===== config.mk =====
export PLATFORM = sky130hd
export DESIGN_NAME = i2c_arbiter_flat
export DESIGN_NICKNAME = d
export VERILOG_FILES = /design/src/rtl/i2c_arbiter_if.sv /design/src/rtl/i2c_arbiter.sv /design/src/flat_wrapper.sv
export SDC_FILE = /design/constraint.sdc
export NUM_CORES = 1
export LEC_CHECK = 0
export ABC_AREA = 1
export CORE_UTILIZATION = 28
export DETAILED_ROUTE_END_ITERATION = 12
export DONT_BUFFER_PORTS = 1
export GPL_TIMING_DRIVEN = 0
export PLACE_DENSITY = 0.43
export SLEW_MARGIN = 30
export SYNTH_ARGS = -nofsm -noshare
export SYNTH_HDL_FRONTEND = slang
export SYNTH_SLANG_ARGS = --single-unit

===== constraint.sdc =====
create_clock -name clk -period 2 [get_ports clk]
set_input_delay 0.3 -clock clk [delete_from_list [all_inputs] [get_ports clk]]
set_output_delay 0.3 -clock clk [all_outputs]
set_load 0.01 [all_outputs]

===== src/rtl/i2c_arbiter_if.sv =====
// Arbiter-to-I2C-engine transaction bus.
// master: arbiter side; slave: engine side.
interface i2c_arbiter_if;
    logic       i2c_start;
    logic       i2c_done;
    logic [6:0] addr;
    logic [1:0] num_wr_bytes;
    logic [1:0] num_rd_bytes;
    logic [7:0] wr_data0;
    logic [7:0] wr_data1;
    logic [7:0] wr_data2;
    logic [7:0] i2c_rd_data0;
    logic [7:0] i2c_rd_data1;

    modport master (
        output i2c_start, addr, num_wr_bytes, num_rd_bytes,
        output wr_data0, wr_data1, wr_data2,
        input  i2c_done, i2c_rd_data0, i2c_rd_data1
    );

    modport slave (
        input  i2c_start, addr, num_wr_bytes, num_rd_bytes,
        input  wr_data0, wr_data1, wr_data2,
        output i2c_done, i2c_rd_data0, i2c_rd_data1
    );
endinterface


===== src/rtl/i2c_arbiter.sv =====
// Round-robin arbiter sharing one I2C engine among NUM_REQ requesters.
// Optional watchdog in WAIT enabled by defining I2C_ARB_TIMEOUT_EN.
module i2c_arbiter #(
    parameter int NUM_REQ        = 4,
    parameter int TIMEOUT_CYCLES = 1000000
) (
    input  logic                 clk,
    input  logic                 reset,
    input  logic [NUM_REQ-1:0]   req_start,
    input  logic [7*NUM_REQ-1:0] req_addr,
    input  logic [2*NUM_REQ-1:0] req_num_wr_bytes,
    input  logic [2*NUM_REQ-1:0] req_num_rd_bytes,
    input  logic [8*NUM_REQ-1:0] req_wr_data0,
    input  logic [8*NUM_REQ-1:0] req_wr_data1,
    input  logic [8*NUM_REQ-1:0] req_wr_data2,
    output logic [NUM_REQ-1:0]   req_done,
    output logic [7:0]           rd_data0,
    output logic [7:0]           rd_data1,
    output logic [NUM_REQ-1:0]   req_err,
    output logic                 busy,
    i2c_arbiter_if.master        eng
);

    localparam int GW = $clog2(NUM_REQ);

    typedef enum logic [1:0] {IDLE, ISSUE, WAIT, DONE} state_t;

    state_t             state, state_n;
    logic [NUM_REQ-1:0] pending, clr_mask;
    logic [GW-1:0]      grant, last_grant, next_grant, idx;
    logic               found, take, tmo;

    if (NUM_REQ < 2 || NUM_REQ > 8 || TIMEOUT_CYCLES < 2) begin : g_cfg_err
        $error("i2c_arbiter: unsupported parameter values");
    end

    assign take     = (state == IDLE) && found;
    assign clr_mask = take ? (NUM_REQ'(1) << next_grant) : '0;
    assign busy     = (state != IDLE);
    assign req_done = (state == DONE) ? (NUM_REQ'(1) << grant) : '0;

    assign eng.i2c_start = (state == ISSUE);

    // Round-robin search starting just above the last served requester.
    always_comb begin
        found      = 1'b0;
        next_grant = last_grant;
        idx        = '0;
        for (int k = 1; k <= NUM_REQ; k++) begin
            idx = GW'((int'(last_grant) + k) % NUM_REQ);
            if (!found && pending[idx]) begin
                found      = 1'b1;
                next_grant = idx;
            end
        end
    end

    // Next-state logic: IDLE -> ISSUE -> WAIT -> DONE -> IDLE.
    always_comb begin
        state_n = state;
        case (state)
            IDLE:    if (found) state_n = ISSUE;
            ISSUE:   state_n = WAIT;
            WAIT:    if (eng.i2c_done || tmo) state_n = DONE;
            DONE:    state_n = IDLE;
            default: state_n = IDLE;
        endcase
    end

    // State, pending set/clear, grant and engine field capture.
    always_ff @(posedge clk) begin
        if (reset) begin
            state            <= IDLE;
            pending          <= '0;
            grant            <= '0;
            last_grant       <= GW'(NUM_REQ - 1);
            eng.addr         <= '0;
            eng.num_wr_bytes <= '0;
            eng.num_rd_bytes <= '0;
            eng.wr_data0     <= '0;
            eng.wr_data1     <= '0;
            eng.wr_data2     <= '0;
        end else begin
            state   <= state_n;
            // A start pulse in the grant cycle wins so it is never lost.
            pending <= (pending & ~clr_mask) | req_start;
            if (take) begin
                grant            <= next_grant;
                eng.addr         <= req_addr[int'(next_grant)*7 +: 7];
                eng.num_wr_bytes <= req_num_wr_bytes[int'(next_grant)*2 +: 2];
                eng.num_rd_bytes <= req_num_rd_bytes[int'(next_grant)*2 +: 2];
                eng.wr_data0     <= req_wr_data0[int'(next_grant)*8 +: 8];
                eng.wr_data1     <= req_wr_data1[int'(next_grant)*8 +: 8];
                eng.wr_data2     <= req_wr_data2[int'(next_grant)*8 +: 8];
            end
            if (state == DONE) last_grant <= grant;
        end
    end

`ifdef I2C_ARB_TIMEOUT_EN
    localparam int TW = $clog2(TIMEOUT_CYCLES + 1);

    logic [TW-1:0] tcnt;

    assign tmo = (state == WAIT) && !eng.i2c_done &&
                 (tcnt == TW'(TIMEOUT_CYCLES - 1));

    // Read capture, watchdog counter and sticky timeout flags.
    always_ff @(posedge clk) begin
        if (reset) begin
            rd_data0 <= '0;
            rd_data1 <= '0;
            req_err  <= '0;
            tcnt     <= '0;
        end else begin
            if (take) tcnt <= '0;
            else if (state == WAIT) tcnt <= tcnt + 1'b1;
            if (state == WAIT && eng.i2c_done) begin
                rd_data0 <= eng.i2c_rd_data0;
                rd_data1 <= eng.i2c_rd_data1;
            end else if (tmo) begin
                rd_data0       <= 8'h00;
                rd_data1       <= 8'h00;
                req_err[grant] <= 1'b1;
            end
        end
    end
`else
    assign tmo     = 1'b0;
    assign req_err = '0;

    // Read capture on engine completion.
    always_ff @(posedge clk) begin
        if (reset) begin
            rd_data0 <= '0;
            rd_data1 <= '0;
        end else if (state == WAIT && eng.i2c_done) begin
            rd_data0 <= eng.i2c_rd_data0;
            rd_data1 <= eng.i2c_rd_data1;
        end
    end
`endif

endmodule


===== src/flat_wrapper.sv =====
// flat-port wrapper written by rule: the top's interface ports become plain ports
module i2c_arbiter_flat 
#(
    parameter int NUM_REQ        = 4,
    parameter int TIMEOUT_CYCLES = 1000000
)
  (clk, reset, req_start, req_addr, req_num_wr_bytes, req_num_rd_bytes, req_wr_data0, req_wr_data1, req_wr_data2, req_done, rd_data0, rd_data1, req_err, busy, eng_i2c_start, eng_addr, eng_num_wr_bytes, eng_num_rd_bytes, eng_wr_data0, eng_wr_data1, eng_wr_data2, eng_i2c_done, eng_i2c_rd_data0, eng_i2c_rd_data1);
  i2c_arbiter_if eng_i ();
  input  logic clk;
  input  logic reset;
  input  logic [NUM_REQ-1:0] req_start;
  input  logic [7*NUM_REQ-1:0] req_addr;
  input  logic [2*NUM_REQ-1:0] req_num_wr_bytes;
  input  logic [2*NUM_REQ-1:0] req_num_rd_bytes;
  input  logic [8*NUM_REQ-1:0] req_wr_data0;
  input  logic [8*NUM_REQ-1:0] req_wr_data1;
  input  logic [8*NUM_REQ-1:0] req_wr_data2;
  output logic [NUM_REQ-1:0] req_done;
  output logic [7:0] rd_data0;
  output logic [7:0] rd_data1;
  output logic [NUM_REQ-1:0] req_err;
  output logic busy;
  output wire logic [$bits(eng_i.i2c_start)-1:0] eng_i2c_start;
  output wire logic [$bits(eng_i.addr)-1:0] eng_addr;
  output wire logic [$bits(eng_i.num_wr_bytes)-1:0] eng_num_wr_bytes;
  output wire logic [$bits(eng_i.num_rd_bytes)-1:0] eng_num_rd_bytes;
  output wire logic [$bits(eng_i.wr_data0)-1:0] eng_wr_data0;
  output wire logic [$bits(eng_i.wr_data1)-1:0] eng_wr_data1;
  output wire logic [$bits(eng_i.wr_data2)-1:0] eng_wr_data2;
  input wire logic [$bits(eng_i.i2c_done)-1:0] eng_i2c_done;
  input wire logic [$bits(eng_i.i2c_rd_data0)-1:0] eng_i2c_rd_data0;
  input wire logic [$bits(eng_i.i2c_rd_data1)-1:0] eng_i2c_rd_data1;
  assign eng_i2c_start = eng_i.i2c_start;
  assign eng_addr = eng_i.addr;
  assign eng_num_wr_bytes = eng_i.num_wr_bytes;
  assign eng_num_rd_bytes = eng_i.num_rd_bytes;
  assign eng_wr_data0 = eng_i.wr_data0;
  assign eng_wr_data1 = eng_i.wr_data1;
  assign eng_wr_data2 = eng_i.wr_data2;
  assign eng_i.i2c_done = eng_i2c_done;
  assign eng_i.i2c_rd_data0 = eng_i2c_rd_data0;
  assign eng_i.i2c_rd_data1 = eng_i2c_rd_data1;
  i2c_arbiter #(.NUM_REQ(NUM_REQ), .TIMEOUT_CYCLES(TIMEOUT_CYCLES)) u_core (.clk(clk), .reset(reset), .req_start(req_start), .req_addr(req_addr), .req_num_wr_bytes(req_num_wr_bytes), .req_num_rd_bytes(req_num_rd_bytes), .req_wr_data0(req_wr_data0), .req_wr_data1(req_wr_data1), .req_wr_data2(req_wr_data2), .req_done(req_done), .rd_data0(rd_data0), .rd_data1(rd_data1), .req_err(req_err), .busy(busy), .eng(eng_i));
endmodule

==> impl_summary.log <==
[metrics] initial standard-cell utilization of the core: 28.51%
[metrics] summed instance area of the synthesized netlist: 4128 um^2
[metrics] highest-delay cell along the critical path: sky130_fd_sc_hd__dfxtp_2
[metrics] Horiz. Die Dim: 123.4 um
[metrics] # clock sinks: 61
[metrics] depth of the CTS H-tree: 3
[metrics] parity-gate share of the synthesized area counting xor and xnor cells: 0%
[metrics] Reg-to-Reg Start: u_core.last_grant[0]$_SDFFE_PP1P_
[metrics] number of port buffers: 0
[metrics] worst vdd rail ir drop: 480.2 uV
[metrics] Vias per Instance: 4.843
[metrics] post-synthesis share of cell area spent on full adders, half adders and majority gates: ~1.5%
[metrics] total count of hold-check failures in the final report: 0
[metrics] peak clock frequency supported by timing: 502.6 MHz
[metrics] share of cells above drive strength 1: 20.25%
[metrics] clock insertion delay at the later pin of the skew report: between 0.3 and 0.4 ns
[metrics] Mean Syn Cell Area: 6.079 um^2
[metrics] Hold/Removal Path Class: in2reg
[metrics] Final GP Congestion: 0.8296
[metrics] Hold Path Sink: u_core.pending[0]$_SDFF_PP0_
[metrics] RSZ-0062 raised after global routing: true
[metrics] sequence of cells on the critical path: buf_4, nand2_1, nand2_4, nand2_4, nand2_4, nand2_8, nand2_8, nand2_8, nand2_8, clkbuf_16, nand2_1, nand3_1, nand3_2, a21oi_1
[metrics] total of warnings raised by yosys: 0
[metrics] post-synthesis compound-gate area fraction: 8.336%
[metrics] DR pass1 iterations: 5
[metrics] required time of the critical path: 2.26 ns
[metrics] final worst path period share: between 90% and 100%
[metrics] nets@finish: 889
[metrics] setup slack on the worst flop-to-flop path: ~0.010 ns
[metrics] total clock buffers created by CTS: 9
[metrics] setup skew after layout: 0.005321 ns
[metrics] Setup CP Type: reg2reg
[metrics] count of standard-cell rows: 44
[metrics] multiplexer fraction of the synthesized cell area: 0%
[metrics] CTS max path bufs: 2
[metrics] count of cells along the worst hold path: 2
[metrics] terminus of the critical flop-to-flop path: u_core.eng.wr_data0[6]$_SDFFE_PP0P_
[metrics] area share of and/or/nand/nor cells after synthesis: 45.77%
[metrics] power density over the cells: 1834 nW/um^2
[metrics] crit start category: register
[metrics] transition at the pin with the smallest max-transition slack: ~0.54 ns
[metrics] result of the run: complete, no violations
[metrics] worst-path fanout max: 9
[metrics] clock-pin slew on the worst setup and hold paths: around 0.060 ns
[metrics] I/O pin cnt: 224
[metrics] vertical die dimension: 123.4 um
[metrics] main combinational cell family by area after synthesis: simple AND/OR/NAND/NOR gates
[metrics] ant diodes: 0
[metrics] Finished Core Util: 37.71%
[metrics] total congestion overflow after global routing: 0
[metrics] Total Wirelength: between 15,000 and 20,000 um
[metrics] Seq cells post-synth: 61
[metrics] pin count of the biggest net entering global routing: 12
[metrics] non-filler instance count after layout: 910
[metrics] Crit path largest cell delay: 0.35 ns
[metrics] synth unique cells: 26
[metrics] total routing usage reported by global routing: 18.28%
[metrics] vias: 4,407
[metrics] share of synthesized area occupied by flip-flops and latches: 29.58%
[metrics] antenna-violating nets left: 0
[metrics] leakage power of the design: 2.667 nW
[metrics] final setup violation count: 0
[metrics] CP Capture Type: register
[metrics] vias in the first global route: approximately 4.0k
[metrics] initial drt markers: 191
[metrics] TritonCTS clock tree: yes
[metrics] placed insts: 866
[metrics] HP Start: req_start[0]
[metrics] routed wire length per instance: ~17 um
[metrics] number of antenna violations at the first check in global routing: 0
[metrics] fillers: 1,574
[metrics] global-route wire length before repair: 20,580 um
[metrics] worst slew margin relative to its limit: between 60% and 70%
[metrics] core outline area: 14,480 um^2
[metrics] max-slew violation total from the final report: 0
[metrics] WP data arrival: approximately 2.3 ns
[metrics] cell count after synthesis: 679
[metrics] total of max-cap violations: 0
[metrics] clock root buffer master: sky130_fd_sc_hd__clkbuf_16
[metrics] area enclosed by the die boundary: around 15,000 um^2
[metrics] worst reg-to-reg path cell count: 14
[metrics] post-DP HPWL: 10,770 um
[metrics] final critical-path required period: 1.990 ns
[metrics] DR DRC count: 0
[metrics] cell type with the highest occurrence count on the critical path: sky130_fd_sc_hd__nand2_8
[metrics] Layout area overhead: 32.28%
## layout make-up
class | instances | area, um^2 | area share [%]
Multi-Input combinational cell | 490 | 2565 | 46.98
Timing Repair inverter | 1 | 8.758 | 0.1604
Clock buffer | 10 | 229.0 | 4.193
Sequential cell | 61 | 1224 | 22.41
Buffer | 47 | 451.7 | 8.272
Inverter | 85 | 344.1 | 6.302
Tap cell | 184 | 230.2 | 4.216
Clock inverter | 6 | 111.4 | 2.039
Timing Repair Buffer | 26 | 296.5 | 5.431
## what timing repair did
item	in CTS	in global routing
pin swaps	0	16
endpoints found under the setup margin	34	41
gates cloned	0	9
buffers inserted	3	16
gates resized for setup	23	105
hold buffers	0	0
## through the flow
| stage | TNS [ns] | cell area, um^2 | worst slack (ns) | total power [mW] | hold WS, ns |
|---|---|---|---|---|---|
| final | 0 | 5460 | 0.01048 | 10.01 | 0.08410 |
| after global routing | -1.395 | 5460 | -0.05741 | 10.78 | 0.08191 |
| after CTS | -0.008633 | 4812 | -0.005004 | 8.765 | 0.07259 |
| after detailed placement | -2.785 | 4369 | -0.1242 | 6.644 | 0.4272 |
| after global placement | -0.5981 | 4369 | -0.05661 | 6.579 | 0.4232 |
| after floorplan | 0 | 4139 | 0.2705 | 5.371 | 0.4174 |
## cell families (layout without fill, tap and decap cells)
logic type	after synthesis	count (layout)
buffers and inverters	132	175
flip-flops	61	61
adder cells (fa/ha/maj)	5	5
AND/OR/NAND/NOR	414	415
AO/OA/AOI/OAI	66	66
other	1	4
## placed cells by master, fill, tap and decap left out, drive strengths merged
cell      Yosys  final
bufinv        0      3
o21ai        20     20
nand2       223    223
nor3          1      1
clkinv        1      4
clkinvlp      0      1
nor2         41     41
clkbuf       10     28
inv          84     84
ha            5      5
o211ai        3      3
buf          37     55
conb          1      4
a21oi        40     40
nand3       149    150
a211oi        2      2
o22ai         1      1
dfxtp        61     61
## state kept, by name, indices dropped and copies added, names as in the netlist
register	cells
u_core.pending	4
u_core.eng.addr	7
u_core.grant	2
u_core.rd_data0	8
u_core.state	2
u_core.eng.wr_data2	8
u_core.eng.num_rd_bytes	2
u_core.rd_data1	8
u_core.eng.wr_data0	8
u_core.eng.num_wr_bytes	2
u_core.eng.wr_data1	8
u_core.last_grant	2
## routing by layer
layer  wire length [um]  track usage, %  vias to the layer above  share of wire (%)
met5                  0               0                        -                  0
met4                241           7.756                        0                1.6
met3                978           4.336                       13                6.4
li1                   -               -                     2228                  -
met1               6799           21.60                     2002                 44
met2               7296           31.42                      164                 48
## worst max-delay path by stage
stage	from	endpoint	slack, ns	cells after the start
2_1_floorplan	u_core.last_grant[0]$_SDFFE_PP1P_	u_core.pending[2]$_SDFF_PP0_	0.27	15
3_3_place_gp	u_core.last_grant[0]$_SDFFE_PP1P_	u_core.eng.wr_data0[7]$_SDFFE_PP0P_	-0.06	12
6_report	u_core.last_grant[0]$_SDFFE_PP1P_	u_core.eng.wr_data0[6]$_SDFFE_PP0P_	0.01	14
4_1_cts	u_core.last_grant[0]$_SDFFE_PP1P_	u_core.pending[1]$_SDFF_PP0_	-0.005	13
5_1_grt	u_core.last_grant[0]$_SDFFE_PP1P_	u_core.eng.num_wr_bytes[1]$_SDFFE_PP0P_	-0.06	16
3_5_place_dp	u_core.last_grant[0]$_SDFFE_PP1P_	u_core.eng.wr_data0[0]$_SDFFE_PP0P_	-0.12	15
## Yosys cell counts
cell type | instances | area share [%]
sky130_fd_sc_hd__nor2_1 | 41 | 3.7
sky130_fd_sc_hd__buf_2 | 23 | 2.8
sky130_fd_sc_hd__conb_1 | 1 | 0.091
sky130_fd_sc_hd__inv_4 | 1 | 0.15
sky130_fd_sc_hd__o21ai_0 | 18 | 2.2
sky130_fd_sc_hd__nand3_2 | 11 | 2.7
sky130_fd_sc_hd__o22ai_1 | 1 | 0.15
sky130_fd_sc_hd__a21oi_1 | 40 | 4.8
sky130_fd_sc_hd__a211oi_1 | 2 | 0.36
sky130_fd_sc_hd__o21ai_1 | 2 | 0.24
sky130_fd_sc_hd__nand2_1 | 210 | 19
sky130_fd_sc_hd__inv_2 | 1 | 0.091
sky130_fd_sc_hd__nor3_1 | 1 | 0.12
sky130_fd_sc_hd__clkbuf_1 | 10 | 0.91
sky130_fd_sc_hd__dfxtp_1 | 61 | 30
sky130_fd_sc_hd__clkinv_1 | 1 | 0.091
sky130_fd_sc_hd__nand3_1 | 136 | 16
sky130_fd_sc_hd__nand2_4 | 7 | 1.9
sky130_fd_sc_hd__buf_6 | 6 | 1.6
sky130_fd_sc_hd__buf_4 | 8 | 1.5
sky130_fd_sc_hd__o211ai_1 | 3 | 0.55
sky130_fd_sc_hd__inv_6 | 1 | 0.21
sky130_fd_sc_hd__inv_1 | 81 | 7.4
sky130_fd_sc_hd__nand3_4 | 2 | 0.85
sky130_fd_sc_hd__ha_1 | 5 | 1.5
sky130_fd_sc_hd__nand2_2 | 6 | 0.91
## critical path, delay by kind of cell, from the launching register on
family	cells	cell delay, ns
buffers and inverters	2	0.35
AND/OR/NAND/NOR	11	1.07
flip-flops	1	0.35
AO/OA/AOI/OAI	1	0.15
## power by group
part | switching (mW) | total, mW | internal [mW]
Sequential | 0.367 | 1.92 | 1.56
Combinational | 3.63 | 6.30 | 2.68
Clock | 0.571 | 1.79 | 1.22
(Power assumes the default switching activity.)
